==> src/rtl/mesi_isc_mbus_arb_if.sv <==
// Main-bus / coherence-bus signal bundle between four CPUs and the MESI
// main-bus arbiter. CPU n owns lane n of each packed per-CPU vector.
interface mesi_isc_mbus_arb_if #(
    parameter int CBUS_CMD_WIDTH = 3,
    parameter int MBUS_CMD_WIDTH = 3,
    parameter int ADDR_WIDTH     = 32
);
    logic [4*MBUS_CMD_WIDTH-1:0] mbus_cmd_i;
    logic [4*ADDR_WIDTH-1:0]     mbus_addr_i;
    logic [3:0]                  cbus_ack_i;
    logic [4*CBUS_CMD_WIDTH-1:0] cbus_cmd_o;
    logic [ADDR_WIDTH-1:0]       cbus_addr_o;
    logic [3:0]                  mbus_ack_o;
    logic                        busy_o;

    modport master (
        output mbus_cmd_i, mbus_addr_i, cbus_ack_i,
        input  cbus_cmd_o, cbus_addr_o, mbus_ack_o, busy_o
    );

    modport slave (
        input  mbus_cmd_i, mbus_addr_i, cbus_ack_i,
        output cbus_cmd_o, cbus_addr_o, mbus_ack_o, busy_o
    );
endinterface

==> src/rtl/mesi_isc_mbus_arb.sv <==
// Round-robin main-bus arbiter: grants one broadcast request at a time, snoops
// the other three CPUs, enables the owner, then acknowledges completion.
module mesi_isc_mbus_arb #(
    parameter int CBUS_CMD_WIDTH = 3,
    parameter int MBUS_CMD_WIDTH = 3,
    parameter int ADDR_WIDTH     = 32
) (
    input logic                 clk,
    input logic                 rst,
    mesi_isc_mbus_arb_if.slave  bus
);
    localparam logic [MBUS_CMD_WIDTH-1:0] MBUS_WR_BROAD = MBUS_CMD_WIDTH'(3);
    localparam logic [MBUS_CMD_WIDTH-1:0] MBUS_RD_BROAD = MBUS_CMD_WIDTH'(4);
    localparam logic [CBUS_CMD_WIDTH-1:0] CBUS_NOP      = CBUS_CMD_WIDTH'(0);
    localparam logic [CBUS_CMD_WIDTH-1:0] CBUS_WR_SNOOP = CBUS_CMD_WIDTH'(1);
    localparam logic [CBUS_CMD_WIDTH-1:0] CBUS_RD_SNOOP = CBUS_CMD_WIDTH'(2);
    localparam logic [CBUS_CMD_WIDTH-1:0] CBUS_EN_WR    = CBUS_CMD_WIDTH'(3);
    localparam logic [CBUS_CMD_WIDTH-1:0] CBUS_EN_RD    = CBUS_CMD_WIDTH'(4);

    typedef enum logic [1:0] {
        IDLE   = 2'd0,
        SNOOP  = 2'd1,
        ENABLE = 2'd2,
        RESP   = 2'd3
    } state_t;

    state_t                      state_q, state_d;
    logic [1:0]                  rr_ptr_q, rr_ptr_d;
    logic [1:0]                  gnt_q, gnt_d;
    logic [3:0]                  sticky_q, sticky_d;
    logic [MBUS_CMD_WIDTH-1:0]   cmd_q, cmd_d;
    logic [ADDR_WIDTH-1:0]       addr_q, addr_d;
    logic [4*CBUS_CMD_WIDTH-1:0] cbus_cmd_q, cbus_cmd_d;
    logic [ADDR_WIDTH-1:0]       cbus_addr_q, cbus_addr_d;
    logic [3:0]                  mbus_ack_q, mbus_ack_d;
    logic                        busy_q, busy_d;

    logic [MBUS_CMD_WIDTH-1:0]   lane_cmd_s [4];
    logic [ADDR_WIDTH-1:0]       lane_addr_s [4];
    logic [3:0]                  req_s;
    logic [3:0]                  gnt_oh_s;
    logic [3:0]                  gnt_oh_d_s;
    logic [1:0]                  pick_s;
    logic                        found_s;
    logic [CBUS_CMD_WIDTH-1:0]   snp_code_s;
    logic [CBUS_CMD_WIDTH-1:0]   en_code_s;

    // Unpack per-CPU lanes and flag broadcast requests
    always_comb begin
        req_s = 4'b0000;
        for (int n = 0; n < 4; n++) begin
            lane_cmd_s[n]  = bus.mbus_cmd_i[n*MBUS_CMD_WIDTH +: MBUS_CMD_WIDTH];
            lane_addr_s[n] = bus.mbus_addr_i[n*ADDR_WIDTH +: ADDR_WIDTH];
            req_s[n]       = (lane_cmd_s[n] == MBUS_WR_BROAD) ||
                             (lane_cmd_s[n] == MBUS_RD_BROAD);
        end
    end

    // Round-robin search for the first requester at or after rr_ptr
    always_comb begin
        logic [1:0] idx;
        pick_s  = 2'd0;
        found_s = 1'b0;
        idx     = 2'd0;
        for (int i = 0; i < 4; i++) begin
            idx = rr_ptr_q + 2'(i);
            if (!found_s && req_s[idx]) begin
                found_s = 1'b1;
                pick_s  = idx;
            end else begin
                found_s = found_s;
            end
        end
    end

    assign gnt_oh_s = 4'b0001 << gnt_q;

    // Next-state logic for the transaction FSM and its latched context
    always_comb begin
        state_d  = state_q;
        rr_ptr_d = rr_ptr_q;
        gnt_d    = gnt_q;
        sticky_d = sticky_q;
        cmd_d    = cmd_q;
        addr_d   = addr_q;
        case (state_q)
            IDLE: begin
                if (found_s) begin
                    state_d  = SNOOP;
                    gnt_d    = pick_s;
                    rr_ptr_d = pick_s + 2'd1;
                    cmd_d    = lane_cmd_s[pick_s];
                    addr_d   = lane_addr_s[pick_s];
                    sticky_d = 4'b0000;
                end else begin
                    state_d = IDLE;
                end
            end
            SNOOP: begin
                // The owner's own ack is masked: it is not being snooped
                sticky_d = sticky_q | (bus.cbus_ack_i & ~gnt_oh_s);
                if ((sticky_d | gnt_oh_s) == 4'b1111) begin
                    state_d = ENABLE;
                end else begin
                    state_d = SNOOP;
                end
            end
            ENABLE: begin
                if (bus.cbus_ack_i[gnt_q]) begin
                    state_d = RESP;
                end else begin
                    state_d = ENABLE;
                end
            end
            RESP: begin
                state_d  = IDLE;
                cmd_d    = {MBUS_CMD_WIDTH{1'b0}};
                addr_d   = {ADDR_WIDTH{1'b0}};
                sticky_d = 4'b0000;
            end
            default: begin
                state_d = IDLE;
            end
        endcase
    end

    assign gnt_oh_d_s = 4'b0001 << gnt_d;
    assign snp_code_s = (cmd_d == MBUS_WR_BROAD) ? CBUS_WR_SNOOP : CBUS_RD_SNOOP;
    assign en_code_s  = (cmd_d == MBUS_WR_BROAD) ? CBUS_EN_WR : CBUS_EN_RD;

    // Output decode from the next state so every output leaves a flop
    always_comb begin
        cbus_cmd_d  = {4*CBUS_CMD_WIDTH{1'b0}};
        busy_d      = (state_d != IDLE);
        cbus_addr_d = busy_d ? addr_d : {ADDR_WIDTH{1'b0}};
        mbus_ack_d  = (state_d == RESP) ? gnt_oh_d_s : 4'b0000;
        for (int n = 0; n < 4; n++) begin
            case (state_d)
                SNOOP: begin
                    if (!gnt_oh_d_s[n] && !sticky_d[n]) begin
                        cbus_cmd_d[n*CBUS_CMD_WIDTH +: CBUS_CMD_WIDTH] = snp_code_s;
                    end else begin
                        cbus_cmd_d[n*CBUS_CMD_WIDTH +: CBUS_CMD_WIDTH] = CBUS_NOP;
                    end
                end
                ENABLE: begin
                    if (gnt_oh_d_s[n]) begin
                        cbus_cmd_d[n*CBUS_CMD_WIDTH +: CBUS_CMD_WIDTH] = en_code_s;
                    end else begin
                        cbus_cmd_d[n*CBUS_CMD_WIDTH +: CBUS_CMD_WIDTH] = CBUS_NOP;
                    end
                end
                default: begin
                    cbus_cmd_d[n*CBUS_CMD_WIDTH +: CBUS_CMD_WIDTH] = CBUS_NOP;
                end
            endcase
        end
    end

    // State and output registers with asynchronous reset
    always_ff @(posedge clk or posedge rst) begin
        if (rst) begin
            state_q     <= IDLE;
            rr_ptr_q    <= 2'd0;
            gnt_q       <= 2'd0;
            sticky_q    <= 4'b0000;
            cmd_q       <= {MBUS_CMD_WIDTH{1'b0}};
            addr_q      <= {ADDR_WIDTH{1'b0}};
            cbus_cmd_q  <= {4*CBUS_CMD_WIDTH{1'b0}};
            cbus_addr_q <= {ADDR_WIDTH{1'b0}};
            mbus_ack_q  <= 4'b0000;
            busy_q      <= 1'b0;
        end else begin
            state_q     <= state_d;
            rr_ptr_q    <= rr_ptr_d;
            gnt_q       <= gnt_d;
            sticky_q    <= sticky_d;
            cmd_q       <= cmd_d;
            addr_q      <= addr_d;
            cbus_cmd_q  <= cbus_cmd_d;
            cbus_addr_q <= cbus_addr_d;
            mbus_ack_q  <= mbus_ack_d;
            busy_q      <= busy_d;
        end
    end

    assign bus.cbus_cmd_o  = cbus_cmd_q;
    assign bus.cbus_addr_o = cbus_addr_q;
    assign bus.mbus_ack_o  = mbus_ack_q;
    assign bus.busy_o      = busy_q;
endmodule

==> src/flat_wrapper.sv <==
// flat-port wrapper written by rule: the top's interface ports become plain ports
module mesi_isc_mbus_arb_flat 
#(
    parameter int CBUS_CMD_WIDTH = 3,
    parameter int MBUS_CMD_WIDTH = 3,
    parameter int ADDR_WIDTH     = 32
)
  (clk, rst, bus_mbus_cmd_i, bus_mbus_addr_i, bus_cbus_ack_i, bus_cbus_cmd_o, bus_cbus_addr_o, bus_mbus_ack_o, bus_busy_o);
  mesi_isc_mbus_arb_if #(.CBUS_CMD_WIDTH(CBUS_CMD_WIDTH), .MBUS_CMD_WIDTH(MBUS_CMD_WIDTH), .ADDR_WIDTH(ADDR_WIDTH)) bus_i ();
  input logic clk;
  input logic rst;
  input wire logic [$bits(bus_i.mbus_cmd_i)-1:0] bus_mbus_cmd_i;
  input wire logic [$bits(bus_i.mbus_addr_i)-1:0] bus_mbus_addr_i;
  input wire logic [$bits(bus_i.cbus_ack_i)-1:0] bus_cbus_ack_i;
  output wire logic [$bits(bus_i.cbus_cmd_o)-1:0] bus_cbus_cmd_o;
  output wire logic [$bits(bus_i.cbus_addr_o)-1:0] bus_cbus_addr_o;
  output wire logic [$bits(bus_i.mbus_ack_o)-1:0] bus_mbus_ack_o;
  output wire logic [$bits(bus_i.busy_o)-1:0] bus_busy_o;
  assign bus_i.mbus_cmd_i = bus_mbus_cmd_i;
  assign bus_i.mbus_addr_i = bus_mbus_addr_i;
  assign bus_i.cbus_ack_i = bus_cbus_ack_i;
  assign bus_cbus_cmd_o = bus_i.cbus_cmd_o;
  assign bus_cbus_addr_o = bus_i.cbus_addr_o;
  assign bus_mbus_ack_o = bus_i.mbus_ack_o;
  assign bus_busy_o = bus_i.busy_o;
  mesi_isc_mbus_arb #(.CBUS_CMD_WIDTH(CBUS_CMD_WIDTH), .MBUS_CMD_WIDTH(MBUS_CMD_WIDTH), .ADDR_WIDTH(ADDR_WIDTH)) u_core (.clk(clk), .rst(rst), .bus(bus_i));
endmodule
==> config.mk <==
export PLATFORM = sky130hd
export DESIGN_NAME = mesi_isc_mbus_arb_flat
export DESIGN_NICKNAME = d
export VERILOG_FILES = /design/src/rtl/mesi_isc_mbus_arb_if.sv /design/src/rtl/mesi_isc_mbus_arb.sv /design/src/flat_wrapper.sv
export SDC_FILE = /design/constraint.sdc
export NUM_CORES = 1
export LEC_CHECK = 0
export ABC_CLOCK_PERIOD_IN_PS = 4200
export BUFFER_PORTS_ARGS = -buffer_cell sky130_fd_sc_hd__buf_2
export CAP_MARGIN = 30
export CORE_MARGIN = 5
export CORE_UTILIZATION = 30
export CTS_CLUSTER_DIAMETER = 50
export DETAILED_ROUTE_END_ITERATION = 8
export GPL_ROUTABILITY_DRIVEN = 0
export PLACE_DENSITY = 0.53
export RECOVER_POWER = 25
export SYNTH_ARGS = -nofsm -noshare
export SYNTH_HDL_FRONTEND = slang
export SYNTH_SLANG_ARGS = --single-unit
==> constraint.sdc <==
create_clock -name clk -period 4.2 [get_ports clk]
set_input_delay 0.84 -clock clk [delete_from_list [all_inputs] [get_ports clk]]
set_output_delay 0.84 -clock clk [all_outputs]
set_load 0.02 [all_outputs]
# --- Word level (Yosys, flattened, before mapping) ---
# Index checks and enable logic that the tools add are counted.
# Widths: inputs -> output; s select.
op_classes:
  add_sub_neg: 4
  order_cmp: 6
  n_eq_ne: 16
  shift: 2
  n_mux: 52
  bitwise: 5
  n_reduce_logical: 25
op_table:
  columns: ["op", "n"]
  rows:
  - ["$mux 32", 4]
  - ["$bmux 32 s2", 1]
  - ["$pmux 32 s2", 1]
  - ["$mux 3", 12]
  - ["$pmux 3 s2", 5]
  - ["$mux 2", 8]
  - ["$eq 3x2->1 const B", 5]
  - ["$lt 2x3->1 const B", 5]
  - ["$eq 3x3->1 const B", 4]
  - ["$pmux 4 s3", 1]
  - ["$logic_not 1->1", 11]
  - ["$mux 1", 11]
  - ["$bmux 1 s2", 5]
  - ["$eq 2x2->1 const B", 4]
  - ["$mux 4", 2]
  - ["$or 4x4->4", 2]
  - ["$pmux 2 s4", 1]
  - ["$shl 1x2->4 const A", 2]
  - ["$logic_and 1x1->1", 7]
  - ["$bmux 3 s2", 1]
  - ["$add 2x1->2 const B", 2]
  - ["$add 2x2->2 const B", 2]
  - ["$and 4x4->4", 1]
  - ["$eq 2x1->1 const B", 2]
  - ["8 further kinds", 11]
totals:
  ff_bits: 94
  inputBits: 146
  output_inout_bits: 49
  elab_cells: 120

# --- Logic depth before layout (Yosys ltp) ---
# Gate-level depths: netlist of the first run.
depth:
  word_depth: 24
  mapped_depth: 12
  ltp_nobuf: 11

# --- Least setup slack after synthesis of the first run ---
# OpenSTA, ideal clock, no wires.
synth_timing:
  path_kind: "input -> register"
  start: "input port bus_mbus_cmd_i[4]"
  end: "register u_core.cbus_cmd_q[10], in the netlist u_core.bus.cbus_cmd_o[10]"
  setup_time_ns: 0.079
  arrival_time_ns: 3.170
  required_time_ns: 4.121
  path_slack_ns: 0.951
  cell_stages: 11
  path_buffers: 3
  path_cell_list: "and3b_2 -> a21o_1 -> nor4_2 -> buf_2 -> buf_1 -> a21o_1 -> ha_1 -> buf_1 -> nand2_1 -> or3_1 -> mux2i_1"
synth_via:
  elab_chain_len: 24
synth_lines:
  columns: ["item", "line_no", "source"]
  rows:
  - ["start: declaration", "flat_wrapper.sv:12", "input wire logic [$bits(bus_i.mbus_cmd_i)-1:0] bus_mbus_cmd_i;"]
  - ["$eq 3x2->1 or $eq 3x3->1 (tied branches)", "mesi_isc_mbus_arb.sv:54, mesi_isc_mbus_arb.sv:55", null]
  - ["$logic_or 1x1->1", "mesi_isc_mbus_arb.sv:54", "req_s[n] = (lane_cmd_s[n] == MBUS_WR_BROAD) ||"]
  - ["$bmux 1 s2", "mesi_isc_mbus_arb.sv:67", "if (!found_s && req_s[idx]) begin"]
  - ["$mux 1 (not written as such)", "mesi_isc_mbus_arb.sv:67", null]
  - ["$mux 1", "mesi_isc_mbus_arb.sv:67", null]
  - ["$logic_not 1->1", "mesi_isc_mbus_arb.sv:67", null]
  - ["$logic_and 1x1->1", "mesi_isc_mbus_arb.sv:67", null]
  - ["$mux 1", "mesi_isc_mbus_arb.sv:67", null]
  - ["(+8 left out)", null, null]
  - ["$mux 3 (not written as such) (2 in series)", "mesi_isc_mbus_arb.sv:92", "cmd_d = lane_cmd_s[pick_s];"]
  - ["$mux 3", "mesi_isc_mbus_arb.sv:88", "if (found_s) begin"]
  - ["$pmux 3 s2", "mesi_isc_mbus_arb.sv:86", "case (state_q)"]
  - ["$eq 3x2->1", "mesi_isc_mbus_arb.sv:128, mesi_isc_mbus_arb.sv:129", null]
  - ["$mux 3 or $mux 2 (tied branches)", "mesi_isc_mbus_arb.sv:129, mesi_isc_mbus_arb.sv:128", null]
  - ["$mux 3, on equally long branches", "mesi_isc_mbus_arb.sv:147, mesi_isc_mbus_arb.sv:140", null]
  - ["$pmux 3 s2 (*)", "mesi_isc_mbus_arb.sv:138", "case (state_d)"]
  - ["named net u_core.cbus_cmd_d[10]", "mesi_isc_mbus_arb.sv:33", "logic [4*CBUS_CMD_WIDTH-1:0] cbus_cmd_q, cbus_cmd_d;"]
  - ["end signal: assignment", "mesi_isc_mbus_arb.sv:169", "cbus_cmd_q <= {4*CBUS_CMD_WIDTH{1'b0}};"]
  - ["end signal: assignment", "mesi_isc_mbus_arb.sv:180", "cbus_cmd_q <= cbus_cmd_d;"]
  - ["end: declaration", "mesi_isc_mbus_arb.sv:33", null]
# Mark *: on every way through the listed nets, which the timed path passes. The rest lies on a longest branch. The select of a mux whose other input is x is not followed.
# A chain may end at the register's enable or synchronous reset.

# --- Worst setup path in the final report of the first run ---
layout_timing:
  start: "input port bus_mbus_cmd_i[6]"
  end: "register u_core.cbus_cmd_q[4], in the netlist u_core.bus.cbus_cmd_o[4]"
layout_via:
  elab_chain_len: 24
layout_lines:
  columns: ["item", "line_no", "source"]
  rows:
  - ["$eq 3x2->1 or $eq 3x3->1 (tied branches)", "mesi_isc_mbus_arb.sv:54, mesi_isc_mbus_arb.sv:55", null]
  - ["$logic_or 1x1->1 (*)", "mesi_isc_mbus_arb.sv:54", null]
  - ["$bmux 1 s2", "mesi_isc_mbus_arb.sv:67", null]
  - ["$mux 1 (not written as such)", "mesi_isc_mbus_arb.sv:67", null]
  - ["$mux 1", "mesi_isc_mbus_arb.sv:67", null]
  - ["$logic_not 1->1", "mesi_isc_mbus_arb.sv:67", null]
  - ["$logic_and 1x1->1", "mesi_isc_mbus_arb.sv:67", null]
  - ["$mux 1", "mesi_isc_mbus_arb.sv:67", null]
  - ["(+10 left out)", null, null]
  - ["$mux 3 (*)", "mesi_isc_mbus_arb.sv:88", null]
  - ["$pmux 3 s2 (*)", "mesi_isc_mbus_arb.sv:86", null]
  - ["named net u_core.cmd_d[2]", "mesi_isc_mbus_arb.sv:31", "logic [MBUS_CMD_WIDTH-1:0] cmd_q, cmd_d;"]
  - ["$eq 3x2->1 (*)", "mesi_isc_mbus_arb.sv:128, mesi_isc_mbus_arb.sv:129", null]
  - ["$mux 3 or $mux 2 (tied branches)", "mesi_isc_mbus_arb.sv:129, mesi_isc_mbus_arb.sv:128", null]
  - ["$mux 3, on equally long branches", "mesi_isc_mbus_arb.sv:147, mesi_isc_mbus_arb.sv:140", null]
  - ["$pmux 3 s2 (*)", "mesi_isc_mbus_arb.sv:138", null]
  - ["named net u_core.cbus_cmd_d[4]", "mesi_isc_mbus_arb.sv:33", null]
# Marked as above.

==> metrics.md, run 1 <==
| Metric | Value |
|---|---|
| Status | finished, violations left |
| Failing checks | capacitance limit, slew limit |
| Max_slew headroom | -0.168 |
| Synth top area cells | dfrtp_1 (45%), nand2_1 (12%), nand3_1 (7.3%) |
| Vias per inst | 5.11 |
| Critical path data arrival time | 3.29 ns |
| CTS Sinks | 94 |
| #FFs+latches synth | 94 |
| Clock Path Buffers | 2 |
| Buffers & Inverters on Critical Path | 3 |
| Worst R2R Setup Slack | 1.28 ns |
| Storage cell area | 2350 sq um |
| Crit-path max cell delay | 0.43 ns |
| WP data required | 4.46 ns |
| RSZ-0062 raised after global routing | false |
| Die width | 141 microns |
| Worst R2R Start | u_core.gnt_q[0] |
| Final setup fails | 0 |
| Ports | 195 |
| Yosys cell types | 55 |
| Synthesis Warnings | 0 |
| TNS Setup | 0 ns |
| Filler instances | 1,763 |
| Port bufs | 194 |
| CTS resizes | 0 |
| Count of mapped cells out of synthesis | 613 |
| Logic pwr share | 0.552 |
| Post-CTS setup buffers | 0 |
| Vias in the first global route | 5,175 |
| Final hold violations | 0 |
| Sw frac | 0.473 |
| Reg clk slew, reported paths | 0.07 ns |
| GRT Residual Overflow | 0 |
| Clock Skews | 0.00950 ns |
| Via total after detailed routing | 5,187 |
| Synth Flop Type | dfrtp_1 |
| F_max | 0.330 GHz |
| Post-Syn Area | 5180 sq um |
| First-pass detailed-route iteration total | 5 |
| Crit-path cells | buf_2 > or3b_1 > a221oi_2 > a211o_1 > o211a_1 > buf_12 > nand3_1 > a41o_1 > a21oi_2 > buf_4 > mux2i_1 |
| DIE AREA | 20,000 sq um |
| Initial antenna violation count | 0 |
| PwrDens | 738 nW/um^2 |
| Hold Crit Class | reg -> reg |
| Leading area contributor after synthesis | dfrtp_1 |
| Maximum VDD drop | 359 uV |
| Pin count of the biggest net entering global routing | 64 |
| CTS tree | yes |
| Least-Margin Pin Slew | 1.75 ns |
| First-pass GRT wire length | 27,200 microns |
| Cell count of the worst reg-to-reg path | 9 |
| Worst skew pair latency | 0.34 ns |
| Cell row count | 48 |
| Synth top area share | 0.454 |
| Final Max Slew Viols | 33 |
| Area Overhead vs Synth | 28.8% |
| LEAKAGE | 3.33 nW |
| Clock power share | 0.166 |
| P_int | 0.00260 W |
| Die span in y | 141 microns |
| Mapped Nets | 767 |
| CP Capture Type | register |
| Crit path to | u_core.bus.cbus_cmd_o[4] |
| Multi-input gate area | 2620 sq um |
| Max Cap Viol | 1 |
| Critical path class | in -> reg |
| Final nets | 939 |
| Crit share post-route | 0.721 |
| GR Util All Layers | 0.168 |
| WL per Instance | 16.8 microns |
| Cell family with most CP delay | compound AO/OA/AOI/OAI gates |
| CP Max Fanout | 35 |
| Slowest CP cell | or3b_1 |
| Dpl ws | 0.824 ns |
| Syn avg cell area | 8.46 sq um |
| EDFF count, synth | 0 |
| Routed Antenna Nets | 0 |
| FFs w/ async S/R, synth | 1.00 |
| Final min period | 3.03 ns |
| Seq/Total Area, Yosys | 0.454 |
| Core area | 17,100 sq um |
| Total Wirelength | 17,000 microns |
| Fin Hold WS | 0.509 ns |
| Initial DRC Count | 370 |
| Starting Density | 0.303 |
| Setup slack after layout | 1.17 ns |
| Reg power frac | 0.283 |
| Ant diodes | 0 |
| Cts hold-fix bufs | 0 |
| # H-tree levels | 3 |
| Crit Reg-Reg Endpoint | u_core.bus.cbus_cmd_o[10] |
| Num CTS Buffers | 9 |
| Startpoint types | input pin |
| Remaining routing DRC violations | 0 |
| DP HPWL | 11,900 microns |
| Share of cells above drive strength 1 | 0.308 |
| WP depth | 11 |
| NetSw | 0.00234 W |
| Clk root buf | clkbuf_16 |
| Setup crit start | bus_mbus_cmd_i[6] |
-- power groups by stage --
| stage | Combinational (W) | Sequential [W] | Clock, W |
|---|---|---|---|
| after floorplan | 0.00168 | 0.00158 | 0 |
| after global placement | 0.00276 | 0.00141 | 0 |
| after detailed placement | 0.00274 | 0.00141 | 0 |
| after CTS | 0.00275 | 0.00140 | 0.000843 |
| after global routing | 0.00303 | 0.00143 | 0.000887 |
| final | 0.00272 | 0.00140 | 0.000817 |
-- worst min-delay path by stage --
stage                           start                 end  slack [ns]  cells after the start
global route         u_core.addr_q[9]    u_core.addr_q[9]        0.53                      2
global placement     u_core.addr_q[9]    u_core.addr_q[9]        0.49                      2
detailed placement  u_core.addr_q[11]   u_core.addr_q[11]        0.50                      2
finish              u_core.addr_q[18]   u_core.addr_q[18]        0.51                      2
floorplan           u_core.addr_q[11]   u_core.addr_q[11]        0.47                      2
CTS                               rst  u_core.sticky_q[1]        0.49                      2
-- cell usage in the layout (no fill, tap or decap), drive strengths merged, types with 3 or more instances in the layout --
master | synthesis | routed
nand3b | 3 | 3
a211o | 3 | 3
nor4 | 5 | 5
a21oi | 11 | 11
o22ai | 33 | 33
inv | 10 | 9
and3 | 7 | 7
and3b | 3 | 3
nand3 | 76 | 76
or3 | 5 | 5
clkinv | 2 | 4
o21ai | 45 | 45
clkbuf | 41 | 14
a21o | 5 | 5
nand2 | 171 | 171
nor2 | 15 | 15
mux2i | 7 | 7
a221oi | 3 | 3
a32oi | 34 | 34
a31oi | 3 | 3
dfrtp | 94 | 94
ha | 8 | 8
buf | 6 | 207
-- state kept, by name, indices dropped and copies added (netlist names), 3 cells and up --
name and flops:
u_core.addr_q 32, u_core.bus.cbus_addr_o 32, u_core.bus.cbus_cmd_o 12, u_core.bus.mbus_ack_o 4, u_core.cmd_q 3, u_core.sticky_q 4
-- synthesized netlist by cell type (2+ instances only) --
cell type / count
o22ai_1: 33
ha_1: 8
inv_1: 10
or3_1: 5
a32oi_1: 34
a2111oi_2: 2
nand2_1: 170
buf_1: 2
nand3_1: 76
a21oi_2: 3
and3b_2: 2
a211o_1: 3
nor2_1: 14
mux2i_4: 2
a31oi_1: 3
clkbuf_1: 41
a21o_1: 5
a221oi_1: 2
buf_6: 2
a21oi_1: 8
o21ai_0: 44
nor2b_1: 2
nand3b_1: 3
clkinv_2: 2
nor4_1: 4
mux2i_1: 5
and3_1: 7
dfrtp_1: 94
-- cells by family (layout without fill, tap and decap cells) --
kind of cell	Yosys count	count (layout)	share of synthesized area
compound gates	149	149	0.200
flops	94	94	0.454
fa+ha+maj	8	8	0.0193
mux	9	9	0.0249
xor+xnor	1	1	0.00169
buf+inv	59	236	0.0471
simple gates	293	293	0.253
-- routing by layer --
metal / GRT usage / share of wire / vias up
met1: 0.232 / 0.47 / 2438
met4: 0.0424 / 0.012 / 0
li1: - / - / 2552
met5: 0 / 0 / -
met3: 0.0404 / 0.075 / 15
met2: 0.266 / 0.44 / 182
-- through the flow --
stage / cell area (sq um) / utilization / power (W) / instances
final: 6680 / 0.390 / 0.00493 / 1015
after global routing: 6680 / 0.390 / 0.00535 / 1015
after CTS: 6690 / 0.391 / 0.00499 / 1015
after detailed placement: 6390 / 0.373 / 0.00415 / 999
after global placement: 6390 / 0.373 / 0.00417 / 999
after floorplan: 5180 / - / 0.00326 / 613
-- worst reg2reg max path: cells and delay by family (launching register included) --
family	cells	cell delay, ns
AOI/OAI and AO/OA	4	1.00
adders and majority gates	1	0.49
and+or+nand+nor	2	0.57
muxes	1	0.12
buffers and inverters	1	0.10
DFF	1	0.57
-- layout make-up --
type                            instances  share of cell area
Tap cell                              225              0.0421
Clock inverter                          3             0.00656
Inverter                               12             0.00730
Clock buffer                           13              0.0375
Multi-Input combinational cell        460               0.392
Sequential cell                        94               0.352
Timing Repair Buffer                  208               0.162
Note: power is estimated with default switching activity, not from simulation.
==> inputs of run 2 (changes only) <==
--- a/config.mk
+++ b/config.mk
@@ -5,7 +5,7 @@
 export SDC_FILE = /design/constraint.sdc
 export NUM_CORES = 1
 export LEC_CHECK = 0
-export ABC_CLOCK_PERIOD_IN_PS = 4200
+export ABC_CLOCK_PERIOD_IN_PS = 2800
 export BUFFER_PORTS_ARGS = -buffer_cell sky130_fd_sc_hd__buf_2
 export CAP_MARGIN = 30
 export CORE_MARGIN = 5
==> constraint.sdc (replaced) <==
create_clock -name clk -period 2.8 [get_ports clk]
set_input_delay 0.56 -clock clk [delete_from_list [all_inputs] [get_ports clk]]
set_output_delay 0.56 -clock clk [all_outputs]
set_load 0.02 [all_outputs]
==> run 2 against run 1 <==
Net effect:
- clock-buffer cell count did not move
- flip-flop and latch count stayed put
- largest power group unchanged
- core utilization increased by 2.0 points
- routed wire length rose by 0.79%
- via count is 2.5% higher
- critical path type unchanged
- the flow now finishes without violations
- clock power increased by 52%
- combinational power increased by 65%
- highest routed layer unchanged
==> metrics.md, run 2 (synthesis results as in run 1) <==
| Metric | Value |
|---|---|
| Crit share post-route | 0.927 |
| Crit Reg-Reg Endpoint | u_core.bus.cbus_addr_o[25] (was u_core.bus.cbus_cmd_o[10]) |
| Critical path data arrival time | 2.87 ns (was 3.29 ns) |
| First-pass detailed-route iteration total | 4 (was 5) |
| Placed insts | 1,032 (was 999) |
| Commonest non-fill, non-tap cell in the layout | buf_2 (unchanged) |
| Final nets | 972 (was 939) |
| Cts hold-fix bufs | 0 (unchanged) |
| # H-tree levels | 3 (unchanged) |
| Layout Cells excl Fill | 1,048 (was 1,015) |
| Final Max Slew Viols | 0 (was 33) |
| Most frequent cells in the layout | buf_2 (193), nand2_1 (170), dfrtp_1 (94) (was buf_2 (194), nand2_1 (170), dfrtp_1 (94)) |
| F_max | 0.385 GHz |
| Final min period | 2.60 ns |
| Pin count of the biggest net entering global routing | 95 (was 64) |
| Total Wirelength | 17,200 microns (was 17,000 microns) |
| Cell count of the worst reg-to-reg path | 10 (was 9) |
| Reg power frac | 0.267 (was 0.283) |
| WP data required | 3.07 ns (was 4.46 ns) |
| Logic pwr share | 0.574 (was 0.552) |
| Setup crit start | bus_mbus_cmd_i[6] (unchanged) |
| Fin util | 0.411 (was 0.390) |
| Multi-input gate area | 2630 sq um (was 2620 sq um) |
| Hold path start | u_core.addr_q[6] (was u_core.addr_q[18]) |
| GRT Residual Overflow | 0 (unchanged) |
| Final setup fails | 0 (unchanged) |
| GR Util All Layers | 0.168 (about the same) |
| DIE AREA | 20,000 sq um (unchanged) |
| Initial DRC Count | 343 (was 370) |
| CTS Sinks | 94 (unchanged) |
| Via total after detailed routing | 5,315 (was 5,187) |
| Clock power share | 0.159 (was 0.166) |
| Starting Density | 0.303 (unchanged) |
| Clk root buf | clkbuf_16 (unchanged) |
| Startpoint types | input pin (unchanged) |
| Worst skew pair latency | 0.35 ns (was 0.34 ns) |
| Storage cell area | 2350 sq um (unchanged) |
| LEAKAGE | 3.52 nW (was 3.33 nW) |
| Remaining routing DRC violations | 0 (unchanged) |
| DP HPWL | 12,400 microns (was 11,900 microns) |
| Hold Crit Class | reg -> reg (unchanged) |
| First-pass GRT wire length | 27,100 microns (was 27,200 microns) |
| Least-Margin Pin Slew | 1.32 ns (was 1.75 ns) |
| NetSw | 0.00363 W (was 0.00234 W) |
| CP Capture Type | register (unchanged) |
| Max Cap Viol | 0 (was 1) |
| Worst R2R Setup Slack | 0.26 ns (was 1.28 ns) |
| Clock Path Buffers | 2 (unchanged) |
| Status | completed (was finished, violations left) |
| Port bufs | 194 (unchanged) |
| Final hold violations | 0 (unchanged) |
| Dpl ws | -0.197 ns (was 0.824 ns) |
| Cell row count | 48 (unchanged) |
| Vias per inst | 5.07 (was 5.11) |
| Die width | 141 microns (unchanged) |
| Post-DP Area | 6730 sq um (was 6390 sq um) |
| Design Area, Final | 7030 sq um (was 6680 sq um) |
| Critical path class | in -> reg (unchanged) |
| Worst hold endpoint | u_core.addr_q[6] (was u_core.addr_q[18]) |
| Filler instances | 1,792 (was 1,763) |
| Hold Path Depth | 2 (unchanged) |
| Ant diodes | 0 (unchanged) |
| Ports | 195 (unchanged) |
| Max_slew headroom | 0.119 (was -0.168) |
| P_int | 0.00420 W (was 0.00260 W) |
| CP Max Fanout | 12 (was 35) |
| Die span in y | 141 microns (unchanged) |
| Setup slack after layout | 0.204 ns (was 1.17 ns) |
| CTS tree | yes (unchanged) |
| Num CTS Buffers | 9 (unchanged) |
| Post-CTS setup buffers | 0 (unchanged) |
| Maximum VDD drop | 681 uV (was 359 uV) |
| Vias in the first global route | 5,150 (was 5,175) |
| RSZ-0062 raised after global routing | false (unchanged) |
| Routed Antenna Nets | 0 (unchanged) |
| Worst R2R Start | u_core.gnt_q[0] (unchanged) |
| Core area | 17,100 sq um (unchanged) |
| WL per Instance | 16.4 microns (was 16.8 microns) |
| Share of cells above drive strength 1 | 0.340 (was 0.308) |
| Clock Skews | 0.0126 ns (was 0.00950 ns) |
| Sw frac | 0.463 (was 0.473) |
| Area Overhead vs Synth | 35.5% (was 28.8%) |
| Reg clk slew, reported paths | 0.07 ns (about the same) |
| Initial antenna violation count | 0 (unchanged) |
| PwrDens | 1110 nW/um^2 (was 738 nW/um^2) |
-- run 2: how the worst max path moves through the flow --
stage | slack, ns | endpoint
after global placement | -0.14 | u_core.bus.cbus_cmd_o[1]
after global routing | 0.03 | u_core.bus.cbus_cmd_o[10]
after floorplan | 0.05 | u_core.bus.cbus_addr_o[10]
after CTS | 0.17 | u_core.bus.cbus_cmd_o[1]
final | 0.20 | u_core.bus.cbus_cmd_o[1]
after detailed placement | -0.20 | u_core.bus.cbus_cmd_o[1]
-- run 2: power groups by stage --
stage	Sequential, W	Combinational (W)	Clock, W
floorplan	0.00237	0.00253	0
global placement	0.00211	0.00452	0
detailed placement	0.00211	0.00454	0
CTS	0.00209	0.00455	0.00128
global route	0.00215	0.00495	0.00133
finish	0.00209	0.00450	0.00124
-- run 2: repair_timing --
| action | 4_1_cts | 5_1_grt |
|---|---|---|
| endpoints found under the hold margin | 0 | 0 |
| resized for setup | 0 | 1 |
| endpoints found under the setup margin | 0 | 1 |
-- run 2: area by class of cell --
class	instances	share of cell area
multi-input combinational	460	0.374
tap	225	0.0401
sequential	94	0.335
clock buffer	13	0.0399
clock inverter	3	0.00374
inverter	12	0.00730
timing repair buffer	241	0.201
-- run 2: routing by layer --
layer	up-vias	GRT usage	wire, microns
li1	2625	-	-
met1	2486	0.236	7820
met5	-	0	0
met4	0	0.0591	302
met2	187	0.258	7790
met3	17	0.0337	1240
-- run 2: critical path: stages --
cell       delay (ns)
buf_2            0.10
or3b_1           0.43
a221oi_2         0.32
buf_4            0.17
a2111oi_2        0.06
o21ai_1          0.28
a21oi_1          0.11
a211o_1          0.28
a21oi_2          0.20
buf_12           0.16
mux2i_1          0.19
-- run 2: stage by stage --
stage	hold slack (ns)	total power, W	TNS, ns
after floorplan	0.469	0.00490	0
after global placement	0.487	0.00663	-1.18
after detailed placement	0.493	0.00665	-1.54
after CTS	0.373	0.00792	0
after global routing	0.534	0.00843	0
final	0.511	0.00783	0
==> inputs of run 3 (changes only) <==
--- a/config.mk
+++ b/config.mk
@@ -13,6 +13,7 @@
 export CTS_CLUSTER_DIAMETER = 50
 export DETAILED_ROUTE_END_ITERATION = 8
 export GPL_ROUTABILITY_DRIVEN = 0
+export GPL_TIMING_DRIVEN = 0
 export PLACE_DENSITY = 0.53
 export RECOVER_POWER = 25
 export SYNTH_ARGS = -nofsm -noshare
==> run 3 against run 2 <==
Net effect:
- first-iteration DRC count increased by 17%
- critical path type unchanged
- highest routed layer unchanged
- hold slack worse by 0.13 ns
- largest cell class unchanged
- cell area shrank 1.5%
- critical endpoint unchanged
- flip-flop and latch count is the same
==> metrics.md, run 3 (synthesis results as in run 1) <==
| Metric | Value |
|---|---|
| Final min period | 2.75 ns (was 2.60 ns) |
| Final setup fails | 0 (unchanged) |
| CP Capture Type | register (unchanged) |
| Total Wirelength | 18,500 microns (was 17,200 microns) |
| Critical path class | in -> reg (unchanged) |
| Ports | 195 (unchanged) |
| Initial DRC Count | 400 (was 343) |
| Die width | 141 microns (unchanged) |
| Clock Path Buffers | 2 (unchanged) |
| WP data required | 3.06 ns (was 3.07 ns) |
| # H-tree levels | 3 (unchanged) |
| Reg clk slew, reported paths | 0.07 ns (about the same) |
| Hold Crit Class | in -> async (was reg -> reg) |
| First-pass detailed-route iteration total | 7 (was 4) |
| Pin count of the biggest net entering global routing | 40 (was 95) |
| Vias per inst | 5.05 (was 5.07) |
| Max Cap Viol | 0 (unchanged) |
| RSZ-0062 raised after global routing | true (was false) |
| Startpoint types | input pin (unchanged) |
| Final hold violations | 0 (unchanged) |
| Top Metal Used | met4 (unchanged) |
| Clock Skews | 0.00453 ns (was 0.0126 ns) |
| DIE AREA | 20,000 sq um (unchanged) |
| Area Overhead vs Synth | 33.5% (was 35.5%) |
| Via total after detailed routing | 5,322 (was 5,315) |
| Critical path data arrival time | 3.01 ns (was 2.87 ns) |
| Filler instances | 1,767 (was 1,792) |
| GR Util All Layers | 0.181 (was 0.168) |
| First-pass GRT wire length | 28,300 microns (was 27,100 microns) |
| CTS Sinks | 94 (unchanged) |
| DP HPWL | 13,800 microns (was 12,400 microns) |
| Cell row count | 48 (unchanged) |
| Most frequent cells in the layout | buf_2 (194), nand2_1 (169), dfrtp_1 (93) (was buf_2 (193), nand2_1 (170), dfrtp_1 (94)) |
| F_max | 0.363 GHz (was 0.385 GHz) |
| Fin util | 0.404 (was 0.411) |
| Num CTS Buffers | 9 (unchanged) |
| Commonest non-fill, non-tap cell in the layout | buf_2 (unchanged) |
| Layout Cells excl Fill | 1,054 (was 1,048) |
| Worst skew pair latency | 0.35 ns (about the same) |
| Crit share post-route | 0.983 (was 0.927) |
| Max_slew headroom | 0.323 (was 0.119) |
| Maximum VDD drop | 389 uV (was 681 uV) |
| Status | completed (unchanged) |
| LEAKAGE | 3.45 nW (was 3.52 nW) |
| Routed Antenna Nets | 0 (unchanged) |
| Remaining routing DRC violations | 0 (unchanged) |
| WL per Instance | 17.5 microns (was 16.4 microns) |
| Initial antenna violation count | 1 (was 0) |
| Metal3 WL | 1310 microns (was 1240 microns) |
| Placed insts | 1,034 (was 1,032) |
| Core area | 17,100 sq um (unchanged) |
| Share of cells above drive strength 1 | 0.326 (was 0.340) |
| Final nets | 977 (was 972) |
| PwrDens | 1130 nW/um^2 (was 1110 nW/um^2) |
| Least-Margin Pin Slew | 1.01 ns (was 1.32 ns) |
| Final Max Slew Viols | 0 (unchanged) |
| Starting Density | 0.303 (unchanged) |
| CTS tree | yes (unchanged) |
| Cts hold-fix bufs | 0 (unchanged) |
| GRT Residual Overflow | 0 (unchanged) |
| Met2 routed wirelength | 8340 microns (was 7790 microns) |
| Vias in the first global route | 5,173 (was 5,150) |
| Multi-input gate area | 2640 sq um (was 2630 sq um) |
| Die span in y | 141 microns (unchanged) |
| M1 wire length | 8420 microns (was 7820 microns) |
| Storage cell area | 2350 sq um (about the same) |
| Clk root buf | clkbuf_16 (unchanged) |
| Port bufs | 194 (unchanged) |
| CP Max Fanout | 10 (was 12) |
==> run 3: cell count changes in the layout (fill, tap and decap cells not counted), moves of 2 or more <==
| cell | previous run | this run |
|---|---|---|
| buf_12 | 7 | 0 |
| nor2_2 | 0 | 3 |
| clkbuf_2 | 0 | 16 |
| clkbuf_1 | 1 | 22 |
| buf_6 | 0 | 3 |
| nor2_1 | 13 | 11 |
| buf_4 | 39 | 9 |
| bufinv_16 | 0 | 2 |
| clkinv_4 | 3 | 0 |
==> run 3: path summary, 6_finish.rpt <==
path / from / end / slack, ns / cells after the start
hold / removal: rst / u_core.bus.busy_o / 0.38 / 2
min in group clk: u_core.addr_q[17] / u_core.addr_q[17] / 0.51 / 2
setup / recovery: bus_mbus_cmd_i[6] / u_core.bus.cbus_cmd_o[1] / 0.05 / 10
max in group asynchronous: rst / u_core.addr_q[21] / 0.95 / 3
setup reg to reg: u_core.gnt_q[0] / u_core.bus.cbus_cmd_o[10] / 0.16 / 9
hold reg to reg: u_core.addr_q[17] / u_core.addr_q[17] / 0.51 / 2
==> run 3: stage by stage <==
step | total power, W | TNS (ns) | hold WS, ns | setup WS [ns] | instance area [sq um]
4_1_cts | 0.00784 | 0 | 0.269 | 0.00471 | 6900
6_report | 0.00783 | 0 | 0.381 | 0.0467 | 6920
3_5_place_dp | 0.00635 | -51.00 | 0.491 | -1.08 | 6480
2_1_floorplan | 0.00490 | 0 | 0.469 | 0.0505 | 5190
5_1_grt | 0.00843 | -0.0534 | 0.453 | -0.0380 | 6920
3_3_place_gp | 0.00635 | -51.44 | 0.487 | -1.09 | 6440
==> run 3: power by group <==
part	internal (W)	switching, W	total (W)
Clock	0.000809	0.000541	0.00135
Combinational	0.00147	0.00295	0.00441
Sequential	0.00185	0.000215	0.00207
==> run 3: timing repair <==
action                                  CTS  global route
resized for setup                        23            24
endpoints found under the hold margin     0             0
pin swaps                                 2             1
cloned                                    0             0
buffers inserted                          2             5
endpoints found under the setup margin   57            71
==> run 3: routing by layer <==
layer	up-vias	track usage
met5	-	0
met4	0	0.0667
met3	22	0.0357
met2	186	0.280
met1	2482	0.251
li1	2632	-
==> run 3: worst max-delay path, cell delays in order <==
cell	delay, ns
buf_2	0.10
or3b_1	0.46
a221oi_4	0.33
a2111oi_2	0.13
nor2_4	0.35
o211ai_1	0.14
a41o_1	0.33
a21oi_4	0.17
buf_6	0.17
mux2i_1	0.24
==> run 3: area by class of cell <==
cell class,instances,share of cell area
Multi-Input combinational cell,460,0.382
Clock buffer,11,0.0351
Buffer,43,0.0336
Clock inverter,5,0.0118
Timing Repair Buffer,203,0.149
Inverter,12,0.00705
Antenna cell,1,0.000362
Sequential cell,94,0.340
Tap cell,225,0.0407
